`src/rtl/lu_serial_driver_pkg.sv`:
```
// ----------------------------------------------------------------------------
// lu_serial_driver_pkg
// Shared definitions for the serial logic-unit driver.
//   state_t  : FSM state encoding (IDLE, RUN, DONE)
//   OP_*     : operation codes; op[1] selects AND/NAND (1) or OR/NOR (0),
//              op[0] selects the inverted gate.
//   op_group / op_gate : decode an op code into the logic-unit select lines.
// ----------------------------------------------------------------------------
package lu_serial_driver_pkg;

    typedef enum logic [1:0] {
        ST_IDLE = 2'b00,
        ST_RUN  = 2'b01,
        ST_DONE = 2'b10
    } state_t;

    localparam logic [1:0] OP_OR   = 2'b00;
    localparam logic [1:0] OP_NOR  = 2'b01;
    localparam logic [1:0] OP_AND  = 2'b10;
    localparam logic [1:0] OP_NAND = 2'b11;

    function automatic logic op_group(input logic [1:0] op);
        return (op == OP_AND) || (op == OP_NAND);
    endfunction

    function automatic logic op_gate(input logic [1:0] op);
        return (op == OP_NOR) || (op == OP_NAND);
    endfunction

endpackage

```
`src/rtl/lu_ser_shreg.sv`:
```
// ----------------------------------------------------------------------------
// lu_ser_shreg
// Loadable right-shift register. Load has priority over shift; the serial
// input enters at the MSB so the LSB is the next bit out.
// Ports:
//   clk_i   : clock
//   rst_i   : synchronous active-high reset, clears the register
//   load_i  : parallel load from data_i
//   shift_i : shift right by one, ser_i into the MSB
//   data_i  : parallel load value
//   ser_i   : serial input bit
//   data_o  : current register contents
// ----------------------------------------------------------------------------
module lu_ser_shreg
    import lu_serial_driver_pkg::*;
#(
    parameter int WIDTH = 8
) (
    input  logic             clk_i,
    input  logic             rst_i,
    input  logic             load_i,
    input  logic             shift_i,
    input  logic [WIDTH-1:0] data_i,
    input  logic             ser_i,
    output logic [WIDTH-1:0] data_o
);

    logic [WIDTH-1:0] data_q;
    logic [WIDTH-1:0] data_d;

    always_comb begin
        data_d = data_q;
        if (load_i) begin
            data_d = data_i;
        end else if (shift_i) begin
            data_d = {ser_i, data_q[WIDTH-1:1]};
        end
    end

    always_ff @(posedge clk_i) begin
        if (rst_i) begin
            data_q <= '0;
        end else begin
            data_q <= data_d;
        end
    end

    assign data_o = data_q;

endmodule

```
`src/rtl/lu_serial_driver.sv`:
```
// ----------------------------------------------------------------------------
// lu_serial_driver
// Drives an external 1-bit logic unit bit-serially: operands A and B are
// latched on start, presented LSB-first on a_bit/b_bit for WIDTH cycles,
// and the unit's combinational answer s_bit is shifted back into a capture
// register that becomes result.
// Ports:
//   clk, reset          : clock, synchronous active-high reset
//   start               : request an operation (accepted only in IDLE)
//   op_a, op_b          : operands
//   op                  : op[1] group (1 AND/NAND, 0 OR/NOR), op[0] invert
//   a_bit, b_bit        : serial operand bits to the logic unit (0 outside RUN)
//   sel_gate, sel_group : latched op[0] / op[1] to the logic unit
//   s_bit               : logic unit result bit, same cycle
//   busy                : operation in progress (RUN or DONE)
//   done                : one-cycle pulse when result is updated
//   result              : last completed result
//   result_par          : XOR of result, only when LU_SERIAL_DRIVER_PARITY_EN
//                         is defined
// ----------------------------------------------------------------------------
module lu_serial_driver
    import lu_serial_driver_pkg::*;
#(
    parameter int WIDTH = 8
) (
    input  logic             clk,
    input  logic             reset,
    input  logic             start,
    input  logic [WIDTH-1:0] op_a,
    input  logic [WIDTH-1:0] op_b,
    input  logic [1:0]       op,
    output logic             a_bit,
    output logic             b_bit,
    output logic             sel_gate,
    output logic             sel_group,
    input  logic             s_bit,
    output logic             busy,
    output logic             done,
    output logic [WIDTH-1:0] result
`ifdef LU_SERIAL_DRIVER_PARITY_EN
    ,
    output logic             result_par
`endif
);

    localparam int CNT_W = (WIDTH > 1) ? $clog2(WIDTH) : 1;
    localparam logic [CNT_W-1:0] CNT_LAST = CNT_W'(WIDTH - 1);

    state_t           state_q;
    logic [CNT_W-1:0] cnt_q;
    logic             busy_q;
    logic             done_q;
    logic             sel_gate_q;
    logic             sel_group_q;
    logic [WIDTH-1:0] result_q;
    logic [WIDTH-1:0] result_d;

    logic             accept;
    logic             running;
    logic [WIDTH-1:0] a_sh;
    logic [WIDTH-1:0] b_sh;
    logic [WIDTH-1:0] cap_sh;

    assign accept  = (state_q == ST_IDLE) && start;
    assign running = (state_q == ST_RUN);

    lu_ser_shreg #(.WIDTH(WIDTH)) u_shreg_a (
        .clk_i   (clk),
        .rst_i   (reset),
        .load_i  (accept),
        .shift_i (running),
        .data_i  (op_a),
        .ser_i   (1'b0),
        .data_o  (a_sh)
    );

    lu_ser_shreg #(.WIDTH(WIDTH)) u_shreg_b (
        .clk_i   (clk),
        .rst_i   (reset),
        .load_i  (accept),
        .shift_i (running),
        .data_i  (op_b),
        .ser_i   (1'b0),
        .data_o  (b_sh)
    );

    lu_ser_shreg #(.WIDTH(WIDTH)) u_shreg_cap (
        .clk_i   (clk),
        .rst_i   (reset),
        .load_i  (accept),
        .shift_i (running),
        .data_i  ('0),
        .ser_i   (s_bit),
        .data_o  (cap_sh)
    );

    // Operand bits beyond the LSB only reach the logic unit by shifting, and
    // the oldest capture bit is dropped when the final bit is merged in.
    logic unused_sh_bits;
    assign unused_sh_bits = ^{a_sh[WIDTH-1:1], b_sh[WIDTH-1:1], cap_sh[0]};

    // The last s_bit is merged here so result is complete on the same edge
    // the capture register takes its final shift.
    assign result_d = {s_bit, cap_sh[WIDTH-1:1]};

`ifdef LU_SERIAL_DRIVER_PARITY_EN
    logic par_q;
`else
    // Parity output absent in this build.
`endif

    always_ff @(posedge clk) begin
        if (reset) begin
            state_q     <= ST_IDLE;
            cnt_q       <= '0;
            busy_q      <= 1'b0;
            done_q      <= 1'b0;
            sel_gate_q  <= 1'b0;
            sel_group_q <= 1'b0;
            result_q    <= '0;
`ifdef LU_SERIAL_DRIVER_PARITY_EN
            par_q       <= 1'b0;
`endif
        end else begin
            case (state_q)
                ST_IDLE: begin
                    done_q <= 1'b0;
                    if (start) begin
                        state_q     <= ST_RUN;
                        cnt_q       <= '0;
                        busy_q      <= 1'b1;
                        sel_gate_q  <= op_gate(op);
                        sel_group_q <= op_group(op);
                    end
                end
                ST_RUN: begin
                    cnt_q <= cnt_q + 1'b1;
                    if (cnt_q == CNT_LAST) begin
                        state_q  <= ST_DONE;
                        done_q   <= 1'b1;
                        result_q <= result_d;
`ifdef LU_SERIAL_DRIVER_PARITY_EN
                        par_q    <= ^result_d;
`endif
                    end
                end
                ST_DONE: begin
                    state_q <= ST_IDLE;
                    done_q  <= 1'b0;
                    busy_q  <= 1'b0;
                end
                default: begin
                    state_q <= ST_IDLE;
                    done_q  <= 1'b0;
                    busy_q  <= 1'b0;
                end
            endcase
        end
    end

    assign a_bit     = running & a_sh[0];
    assign b_bit     = running & b_sh[0];
    assign sel_gate  = sel_gate_q;
    assign sel_group = sel_group_q;
    assign busy      = busy_q;
    assign done      = done_q;
    assign result    = result_q;
`ifdef LU_SERIAL_DRIVER_PARITY_EN
    assign result_par = par_q;
`endif

endmodule

```
`config.mk`:
```
export PLATFORM = sky130hd
export DESIGN_NAME = lu_serial_driver
export DESIGN_NICKNAME = d
export VERILOG_FILES = /design/src/rtl/lu_serial_driver_pkg.sv /design/src/rtl/lu_ser_shreg.sv /design/src/rtl/lu_serial_driver.sv
export SDC_FILE = /design/constraint.sdc
export NUM_CORES = 1
export LEC_CHECK = 0
export BUFFER_PORTS_ARGS = -buffer_cell sky130_fd_sc_hd__buf_2
export CAP_MARGIN = 20
export CORE_MARGIN = 2
export CORE_UTILIZATION = 59
export CTS_BUF_LIST = sky130_fd_sc_hd__clkbuf_8
export DETAILED_ROUTE_END_ITERATION = 8
export PLACE_DENSITY = 0.9
export SYNTH_ARGS = -nofsm -noshare
export SYNTH_HDL_FRONTEND = slang
export SYNTH_SLANG_ARGS = --single-unit
```
`constraint.sdc`:
```
create_clock -name clk -period 3.1 [get_ports clk]
set_input_delay 0.155 -clock clk [delete_from_list [all_inputs] [get_ports clk]]
set_output_delay 0.155 -clock clk [all_outputs]
set_load 0.03 [all_outputs]
```
# After elaboration in Yosys (flattened, before gate mapping)
# Cells that the tools add are included.
[classes]
addsub = 1
reduce_logical = 13
bitwise = 3
n_mux = 11
eq_ne = 7
[ops]
columns = ["op", "n"]
rows = [
  ["2-to-1 mux 8 bit", 4],
  ["AND reduction 2 bit", 5],
  ["case mux 3 bit (2 select lines)", 1],
  ["== test 2 x 1 -> 1 bit, second input constant", 2],
  ["== test 2 bit, second input constant", 2],
  ["2-to-1 mux 2 bit", 2],
  ["case mux 2 bit (2 select lines)", 1],
  ["nonzero test 2 bit", 2],
  ["OR reduction 2 bit", 2],
  ["adder 3 x 1 -> 3 bit, second input constant", 1],
  ["== test 3 bit, second input constant", 1],
  ["2-to-1 mux 3 bit", 1],
  ["AND 1 bit", 2],
  ["zero test 2 bit", 1],
  ["logical OR 1 bit", 2],
  ["!= test 2 x 1 -> 1 bit, second input constant", 1],
  ["!= test 2 bit, second input constant", 1],
  ["case mux 1 bit (2 select lines)", 1],
  ["logical AND 1 bit", 1],
  ["2-to-1 mux 1 bit", 1],
  ["NOT 1 bit", 1],
]
[totals]
input_bits = 22
output_inout_bits = 14
ff_bits = 41

# Longest topological paths before layout
# Gate-level depths: netlist of run 1.
[logic_depth]
word_depth = 3
mapped_depth = 6
depth_no_buf = 5

# By module
# Synthesis of run 1 repeated with hierarchy kept, for this count alone.
[hier_totals]
cells_unflattened = 183
hier_area_um2 = 1943.1
[by_module_without_submodules]
columns = ["mod", "n_inst", "area_each_um2", "cells_per_inst"]
rows = [
  ["lu_ser_shreg", 3, 369.1, 35],
  ["lu_serial_driver", 1, 835.8, 78],
]

# Worst setup path after synthesis of run 1
# No wires, ideal clock.
[synth_timing]
path_type = "reg-to-reg"
from = "register state_q[0]"
to = "register sel_gate_q, in the netlist sel_gate"
synth_period_minus_slack_ns = 1.348
path_stages_with_launch = 7
setup_ns = 0.128
arrival_ns = 1.221
slack_ns = 1.752
path_buffers = 3
required_time_ns = 2.972
cell_sequence = "dfxtp_1 buf_6 or3b_1 buf_6 buf_8 mux2i_1 nor2_1"
[synth_between]
elab_chain_len = 2
[synth_lines]
columns = ["element", "line_no", "source"]
rows = [
  ["from (decl)", "lu_serial_driver.sv:49", "state_t state_q;"],
  ["from (signal assigned)", "lu_serial_driver.sv:114", "state_q <= ST_IDLE;"],
  ["from (signal assigned)", "lu_serial_driver.sv:129", "state_q <= ST_RUN;"],
  ["from (signal assigned)", "lu_serial_driver.sv:139", "state_q <= ST_DONE;"],
  ["zero test 2 bit", "lu_serial_driver.sv:125", "case (state_q)"],
  ["AND reduction 2 bit (no line)", "--", ""],
  ["to (signal assigned)", "lu_serial_driver.sv:132", "sel_gate_q <= op_gate(op);"],
  ["to (decl)", "lu_serial_driver.sv:53", "logic sel_gate_q;"],
]
# Every way passes these cells.
# A chain may end at the register's enable or synchronous reset.

# Worst setup path in the final report of run 1
[layout_timing]
from = "register state_q[0]"
to = "output a_bit"
[layout_between]
elab_chain_len = 2
[layout_lines]
columns = ["element", "line_no", "source"]
rows = [
  ["== test 2 x 1 -> 1 bit", "lu_serial_driver.sv:65", "assign running = (state_q == ST_RUN);"],
  ["AND 1 bit", "lu_serial_driver.sv:161", "assign a_bit = running & a_sh[0];"],
  ["to (decl)", "lu_serial_driver.sv:32", "output logic a_bit,"],
]
# Every way passes these cells.

==> reports/results.tsv, run 1 <==
stage	metric	value	unit
synth	Cell variety after synth	26	
critical_path	worst path required time	2.94	ns
floorplanning	die width	55.4	µm
critical_path	Worst R2R Setup Slack	1.43	ns
clock_network	CTS resizes	0	
critical_path	Crit Path Category	reg2out	
final_layout	fill count	214	
critical_path	Critical Path End Type	output port	
clock_network	CTS tree	yes	
floorplanning	full die area	3070	µm²
drt	DR WL/cell	11.7	µm
power	leak pwr	0.776	nW
synth	Post-Syn Instances	191	
timing	Max-slew headroom	0.415	
synth	post-synthesis sequential area ratio	0.513	
timing	Final Hold Viols	0	
synth	Warnings, synthesis	0	
placement	placed cells	243	
timing	Period Utilization, post-route	0.559	
power	Worst VDD drop	563	µV
final_layout	Nets	244	
timing	Final WS setup	1.37	ns
synth	Yosys reg bits	40	
placement	IO buf count	35	
timing	Slew Viols, Final	0	
synth	Primary FF master, synth	dfxtp_1	
global_routing	gr ovfl total	0	
synth	Synth top area share	0.513	
drt	final WL	2930	µm
timing	clk_skew	0.00869	ns
timing	RSZ-0062 raised after global routing	false	
status	status	complete, no violations	
global_routing	number of global-route vias before repair	1180	
synth	syn avg cell area	8.18	µm²
timing	Final Critical Period	1.73	ns
global_routing	largest net degree at the start of global routing	35	
timing	setup_tns	0	ns
power	Pwr Total	1.01	mW
drt	Starting DRT DRC Count	28	
floorplanning	Core ar.	2500	µm²
synth	Syn Nets	215	
final_layout	post-layout util	0.717	
critical_path	Reg2Reg Launch Point	state_q[1]	
floorplanning	Chip Height	55.4	µm
job	max-cap violations	0	
clock_network	Clock Path Buffers	2	
global_routing	Overall Global Routing Usage	0.204	
placement	Post-DP HPWL	1960	µm
placement	GP Congestion	0.763	
clock_network	CTS Hold Buffers Added	0	
clock_network	CTS Root Cell	clkbuf_8	
final_layout	fraction of final layout cells with drive strength greater than 1	0.199	
clock_network	setup bufs post-CTS	0	
synth	Netlist Area Pre-Place	1560	µm²
global_routing	initial antenna violation count	0	
timing	worst slew pin tran	0.878	ns
global_routing	global-route wire length before repair	4970	µm
final_layout	ant diodes	0	
floorplanning	IO Pins	36	
critical_path	reg-to-reg critical path endpoint	u_shreg_b.data_o[3]	
final_layout	area grow syn2layout	14.8	%
placement	post-place setup slack	1.48	ns
clock_network	CTS Buf Count	5	
floorplanning	Std-Cell Rows	18	
synth	Synth area leaders	dfxtp_1 51%, nor2_1 12%, a21oi_1 5.8%	
power	PwrDens	565	nW/µm²
final_layout	final non-filler cell total	251	
timing	Setup violations, final	0	
critical_path	CP max FO	19	
clock_network	Reg clk slew, reported paths	0.07	ns
drt	vias per cell	5.29	
critical_path	Setup crit start kind	register	
critical_path	Reg2Reg Depth	3	
clock_network	clk_lat worst skew	0.29	ns
synth	most area-hungry cell type in the Yosys netlist	dfxtp_1	
critical_path	worst setup path end	a_bit	
synth	number of flops mapped to enable cells by yosys	0	
clock_network	H-tree Lvls	2	
drt	residual DRC count	0	
critical_path	crit path launch	state_q[0]	
timing	achievable frequency	577	MHz
drt	via count	1327	
synth	ys async rst share	0	
floorplanning	Initial Util	0.625	
critical_path	Arr. time, crit path	1.58	ns
clock_network	CTS sink cnt	40	
hold_path	Hold WC Path Type	in2reg	
drt	post-route ant nets	0	
drt	DR pass1 iterations	4	
cell families after synthesis:
logic type,synth area share
compound gates,0.0946
fa+ha+maj,0.0160
flops,0.513
buf+inv,0.0529
simple gates,0.311
mux,0.0128
worst max-delay path: stages (launching register included):
cell     delay, ns
dfxtp_1       0.46
nor2b_1       0.24
buf_4         0.25
and2_1        0.14
buf_2         0.19
cell usage after synthesis, types with 3 or more instances:
master / number
nor2_1: 50
dfxtp_1: 40
nand2_1: 22
a21oi_1: 18
nor4_1: 14
nand3_1: 8
clkbuf_1: 7
buf_2: 3
nand2b_1: 3
nand3b_1: 3
sequential cells by signal, summed over array words and instances (netlist names):
signal	flops
busy	1
u_shreg_a.data_o	8
cnt_q	3
u_shreg_b.data_o	8
sel_group	1
state_q	2
done	1
u_shreg_cap.data_o	7
result	8
sel_gate	1
layout by cell type, fill, tap and decap left out, types with 2 or more instances in the layout:
cell,n
nand2b_1,3
ha_1,2
nor4_1,14
mux2i_1,2
buf_2,35
nor2b_1,2
dfxtp_1,40
clkbuf_8,6
o21ai_0,2
a21oi_1,18
nand3_1,8
a22oi_1,2
nand2_1,22
nand3b_1,3
and2_1,2
nor2_1,50
stage by stage:
stage	area (µm²)	hold slack, ns
global route	1790	0.103
global placement	1700	0.390
detailed placement	1700	0.398
floorplan	1560	0.291
finish	1790	0.100
CTS	1790	0.0987
worst min-delay path by stage:
stage	start	endpoint	slack (ns)	depth (start not counted)
5_1_grt	s_bit	u_shreg_cap.data_o[7]	0.10	3
3_5_place_dp	op[0]	sel_gate	0.40	3
6_report	op[0]	sel_gate	0.10	3
4_1_cts	op[0]	sel_gate	0.1	3
2_1_floorplan	s_bit	u_shreg_cap.data_o[7]	0.29	2
3_3_place_gp	op[0]	sel_gate	0.39	3
routing by layer:
layer	global-route usage	vias up	part of all wire
li1	-	697	-
met1	0.257	590	0.47
met2	0.311	34	0.46
met3	0.0773	6	0.057
met4	0.0836	0	0.017
met5	0	-	0
where the power goes:
group	internal, mW	switching [mW]
Sequential	0.540	0.0144
Clock	0.177	0.174
Combinational	0.0406	0.0673
Total	0.758	0.256
cell type report:
class | count | area [µm²] | share of cell area
Clock buffer | 6 | 82.6 | 0.0461
Clock inverter | 2 | 11.3 | 0.00628
Multi-Input combinational cell | 137 | 678 | 0.378
Sequential cell | 40 | 801 | 0.447
Tap cell | 30 | 37.5 | 0.0209
Timing Repair Buffer | 36 | 183 | 0.102
Power figures use the tool's default switching activity.
==> run 2, diff against run 1 <==
CORE_UTILIZATION = 49   (was 59)
PLACE_DENSITY = 0.81   (was 0.9)
clock period = 1.5 ns   (was 3.1 ns; I/O delays follow)
==> reports/results.tsv, run 2 (synthesis gave the netlist of run 1 again) <==
stage	metric	value	unit	change
placement	IO buf count	35		unchanged
critical_path	most frequent cell on the critical path	buf_4		
drt	post-route ant nets	0		unchanged
status	status	complete, no violations		
placement	GP Congestion	0.765		+0.25%
global_routing	gr ovfl total	0		unchanged
floorplanning	full die area	3650	µm²	+19%
clock_network	Clock Path Buffers	2		unchanged
critical_path	Critical Path End Type	output port		
power	Worst VDD drop	690	µV	+22%
timing	worst slew pin tran	0.385	ns	-0.493 ns
final_layout	Nets	253		+3.7%
drt	vias per cell	5.14		-2.9%
placement	post-place setup slack	0.144	ns	-1.34 ns
timing	clk_skew	0.00468	ns	-0.00401 ns
timing	RSZ-0062 raised after global routing	false		
timing	Final Hold Viols	0		unchanged
critical_path	CP delay by family, top	buffers and inverters		
timing	Setup violations, final	0		unchanged
placement	placed cells	264		+8.6%
global_routing	initial antenna violation count	0		unchanged
global_routing	Overall Global Routing Usage	0.196		-0.00779
global_routing	number of global-route vias before repair	1237		+4.8%
final_layout	most frequent cells in the layout	50 x nor2_1, 40 x dfxtp_1, 34 x buf_2		
final_layout	post-layout util	0.618		-0.0988
timing	Slew Viols, Final	0		unchanged
placement	Placement Cell Area	1770	µm²	+4.1%
final_layout	fraction of final layout cells with drive strength greater than 1	0.230		+0.0313
final_layout	final non-filler cell total	274		+9.2%
power	Pwr Total	2.11	mW	+110%
drt	Starting DRT DRC Count	51		+82%
floorplanning	die width	60.5	µm	+9.0%
critical_path	worst path required time	1.42	ns	-1.52 ns
timing	Final WS setup	0.0726	ns	-1.29 ns
floorplanning	Core ar.	3050	µm²	+22%
clock_network	CTS Root Cell	clkbuf_8		
placement	Post-DP HPWL	2100	µm	+7.3%
floorplanning	Initial Util	0.511		-0.113
hold_path	Hold WC Path Type	in2reg		
critical_path	Arr. time, crit path	1.35	ns	-0.23 ns
global_routing	largest net degree at the start of global routing	23		-34%
critical_path	Crit-path slowest cell	dfxtp_1		
clock_network	CTS Buf Count	5		unchanged
timing	WHS	0.0283	ns	-0.0721 ns
timing	Max-slew headroom	0.744		+0.329
drt	final WL	3180	µm	+8.3%
drt	via count	1407		+6.0%
power	leak pwr	0.829	nW	+6.9%
final_layout	commonest non-fill, non-tap cell in the layout	nor2_1		
final_layout	design area	1890	µm²	+5.3%
critical_path	crit-path cells	buf_4 > nor2b_4 > buf_6 > and2_1 > buf_4		
clock_network	H-tree Lvls	2		unchanged
clock_network	CTS sink cnt	40		unchanged
critical_path	CP max FO	8		-11
timing	Period Utilization, post-route	0.952		
critical_path	slowest stage delay, CP	0.34	ns	-0.12 ns
timing	setup_tns	0	ns	unchanged
critical_path	Setup crit start kind	register		
drt	DR pass1 iterations	4		unchanged
floorplanning	Chip Height	60.5	µm	+9.0%
clock_network	clk_lat worst skew	0.29	ns	about the same
clock_network	Reg clk slew, reported paths	0.07	ns	about the same
clock_network	CTS tree	yes		
timing	Final Critical Period	1.43	ns	
job	max-cap violations	0		unchanged
drt	DR WL/cell	11.6	µm	-0.78%
final_layout	area grow syn2layout	20.9	%	
final_layout	ant diodes	0		unchanged
critical_path	Buffers & Inverters on Critical Path	3		+1
drt	residual DRC count	0		unchanged
floorplanning	IO Pins	36		unchanged
power	PwrDens	1120	nW/µm²	+98%
floorplanning	Std-Cell Rows	20		+2
critical_path	Crit Path Category	reg2out		
timing	achievable frequency	701	MHz	
global_routing	global-route wire length before repair	5310	µm	+6.8%
[run 2: repair_timing]
item                                    in CTS  in global routing
buffers inserted                             0                  1
hold endpoints to repair                     0                  0
hold buffers                                 0                  0
resized for setup                            4                  1
gates cloned                                 1                  0
endpoints found under the setup margin       2                  2
[run 2: path summary, 6_finish.rpt]
kind | slack, ns | endpoint | from | cells past startpoint
worst max-delay path | 0.07 | b_bit | state_q[0] | 5
worst min-delay path | 0.03 | sel_gate | op[0] | 3
worst min register to register | 0.45 | result[3] | result[3] | 2
worst max register to register | 0.14 | u_shreg_b.data_o[3] | state_q[0] | 4
[run 2: worst register-to-register path, cell delays in order (launching register included)]
cell and delay (ns):
dfxtp_1 0.32, or3b_1 0.52, buf_4 0.24, nor2_1 0.10
nor4_1 0.06
[run 2: power breakdown]
group / switching (mW) / internal, mW
logic: 0.150 / 0.104
registers: 0.0269 / 1.12
clock network: 0.349 / 0.361
[run 2: layout make-up]
cell class	instances	area, µm²
Sequential cell	40	801
Clock buffer	6	82.6
Fill cell	295	1160
Tap cell	44	55.1
Timing Repair Buffer	45	256
Clock inverter	2	7.51
Multi-Input combinational cell	137	686
[run 2: per-layer routing]
layer,global-route usage,vias up,part of all wire,wire [µm]
met5,0,-,0,0
met4,0.0559,0,0.0094,30
met3,0.0682,3,0.058,183
met2,0.331,34,0.46,1460
met1,0.238,653,0.47,1500
li1,-,717,-,-
==> run 3, diff against run 2 <==
RECOVER_POWER = 100   (was default)
==> reports/results.tsv, run 3 (synthesis gave the netlist of run 1 again) <==
stage	metric	value	unit	change
critical_path	crit path launch	state_q[0]		
hold_path	hold depth	3		unchanged
floorplanning	Std-Cell Rows	20		unchanged
global_routing	met3 usage	0.0682		unchanged
power	leak pwr	0.777	nW	-6.3%
drt	via count	1412		+0.36%
critical_path	Reg2Reg Depth	4		unchanged
timing	Max-slew headroom	0.742		-0.00120
status	status	complete, no violations		
global_routing	initial antenna violation count	0		unchanged
placement	placed cells	264		unchanged
job	max-cap violations	0		unchanged
timing	clk_skew	0.00404	ns	-0.000640 ns
global_routing	M2 GR Usage	0.331		unchanged
timing	achievable frequency	701	MHz	about the same
critical_path	Critical Path End Type	output port		
clock_network	CTS Buf Count	5		unchanged
drt	residual DRC count	0		unchanged
timing	RSZ-0062 raised after global routing	false		
drt	vias per cell	5.15		+0.36%
clock_network	Clock Path Buffers	2		unchanged
floorplanning	die width	60.5	µm	unchanged
timing	worst slew pin tran	0.386	ns	+0.00180 ns
clock_network	CTS Root Cell	clkbuf_8		
final_layout	ant diodes	0		unchanged
final_layout	final non-filler cell total	274		unchanged
global_routing	largest net degree at the start of global routing	23		unchanged
floorplanning	Core ar.	3050	µm²	unchanged
timing	Setup violations, final	0		unchanged
global_routing	M1 GR Usage	0.238		unchanged
clock_network	clk_lat worst skew	0.29	ns	about the same
timing	Slew Viols, Final	0		unchanged
critical_path	Worst R2R Setup Slack	0.14	ns	about the same
drt	final WL	3170	µm	-0.13%
global_routing	busiest grt layer	met2		
drt	DR pass1 iterations	4		unchanged
power	Worst VDD drop	690	µV	about the same
drt	post-route ant nets	0		unchanged
clock_network	CTS sink cnt	40		unchanged
floorplanning	full die area	3650	µm²	unchanged
timing	Period Utilization, post-route	0.952		about the same
critical_path	Reg2Reg Launch Point	state_q[0]		
floorplanning	IO Pins	36		unchanged
floorplanning	Chip Height	60.5	µm	unchanged
final_layout	fill count	304		+3.1%
critical_path	reg-to-reg critical path endpoint	u_shreg_b.data_o[3]		
critical_path	Crit Path Category	reg2out		
placement	Post-DP HPWL	2100	µm	unchanged
hold_path	HP Start	op[0]		
clock_network	CTS tree	yes		
final_layout	most frequent cells in the layout	50 x nor2_1, 40 x dfxtp_1, 22 x nand2_1, 22 x buf_2, 18 x a21oi_1		
timing	Final Hold Viols	0		unchanged
placement	GP Congestion	0.765		unchanged
timing	Final Critical Period	1.43	ns	+0.0000487 ns
drt	Starting DRT DRC Count	46		-9.8%
final_layout	Nets	253		unchanged
clock_network	CTS Hold Buffers Added	0		unchanged
hold_path	Hold WC Path Type	in2reg		
critical_path	Setup crit start kind	register		
global_routing	number of global-route vias before repair	1237		unchanged
timing	setup_tns	0	ns	unchanged
final_layout	area grow syn2layout	19.8	%	
hold_path	Hold Crit Endpoint	sel_gate		
final_layout	commonest non-fill, non-tap cell in the layout	nor2_1		
floorplanning	Initial Util	0.511		unchanged
final_layout	fraction of final layout cells with drive strength greater than 1	0.178		-0.0522
power	PwrDens	1120	nW/µm²	+0.74%
critical_path	Arr. time, crit path	1.35	ns	about the same
placement	IO buf count	35		unchanged
clock_network	H-tree Lvls	2		unchanged
critical_path	CP max FO	8		unchanged
drt	DR WL/cell	11.6	µm	-0.13%
clock_network	Reg clk slew, reported paths	0.07	ns	about the same
global_routing	global-route wire length before repair	5310	µm	unchanged
global_routing	gr ovfl total	0		unchanged
critical_path	worst path required time	1.42	ns	about the same
global_routing	Overall Global Routing Usage	0.196		unchanged
## run 3: layer usage
layer / vias to the layer above / routed length [µm]
li1: 717 / -
met1: 658 / 1490
met4: 0 / 30
met5: - / 0
met3: 3 / 181
met2: 34 / 1470
## run 3: report_power, final
group          switching, mW  leakage [nW]  total (mW)  internal, mW
combinational          0.150         0.396       0.253         0.103
sequential            0.0272         0.327        1.14          1.12
clock                  0.347        0.0538       0.708         0.361
total                  0.524         0.777        2.10          1.58
## run 3: what timing repair did
item,in CTS,in global routing
gates resized for setup,4,1
hold endpoints to repair,0,0
setup endpoints to repair,2,2
buffers inserted,0,1
gates cloned,1,0
pin swaps,0,0
## run 3: worst max-delay path, stage by stage (launching register included)
cell and delay (ns):
dfxtp_1 0.34, buf_4 0.15, nor2b_4 0.16, buf_6 0.13, and2_1 0.13, buf_4 0.15
## run 3: through the flow
stage          hold WS [ns]   util  instance area (µm²)  setup slack, ns  total power, mW
2_1_floorplan         0.211      -                 1560            0.152             1.34
3_3_place_gp          0.311  0.580                 1770            0.177             1.40
3_5_place_dp          0.324  0.580                 1770            0.144             1.41
4_1_cts              0.0210  0.614                 1880           0.0196             2.12
5_1_grt              0.0599  0.613                 1870          0.00136             2.19
6_report             0.0283  0.613                 1870           0.0725             2.10
## run 3: how the worst max path moves through the flow
stage	end	slack (ns)
4_1_cts	b_bit	0.02
3_3_place_gp	u_shreg_b.data_o[3]	0.18
5_1_grt	a_bit	0.001
3_5_place_dp	u_shreg_b.data_o[3]	0.14
2_1_floorplan	sel_gate	0.15
6_report	b_bit	0.07
## run 3: cell type report
type | count | area, µm² | share of cell area
Sequential cell | 40 | 801 | 0.428
Multi-Input combinational cell | 137 | 686 | 0.367
Timing Repair Buffer | 45 | 239 | 0.128
Clock buffer | 6 | 82.6 | 0.0441
Tap cell | 44 | 55.1 | 0.0294
Clock inverter | 2 | 7.51 | 0.00401
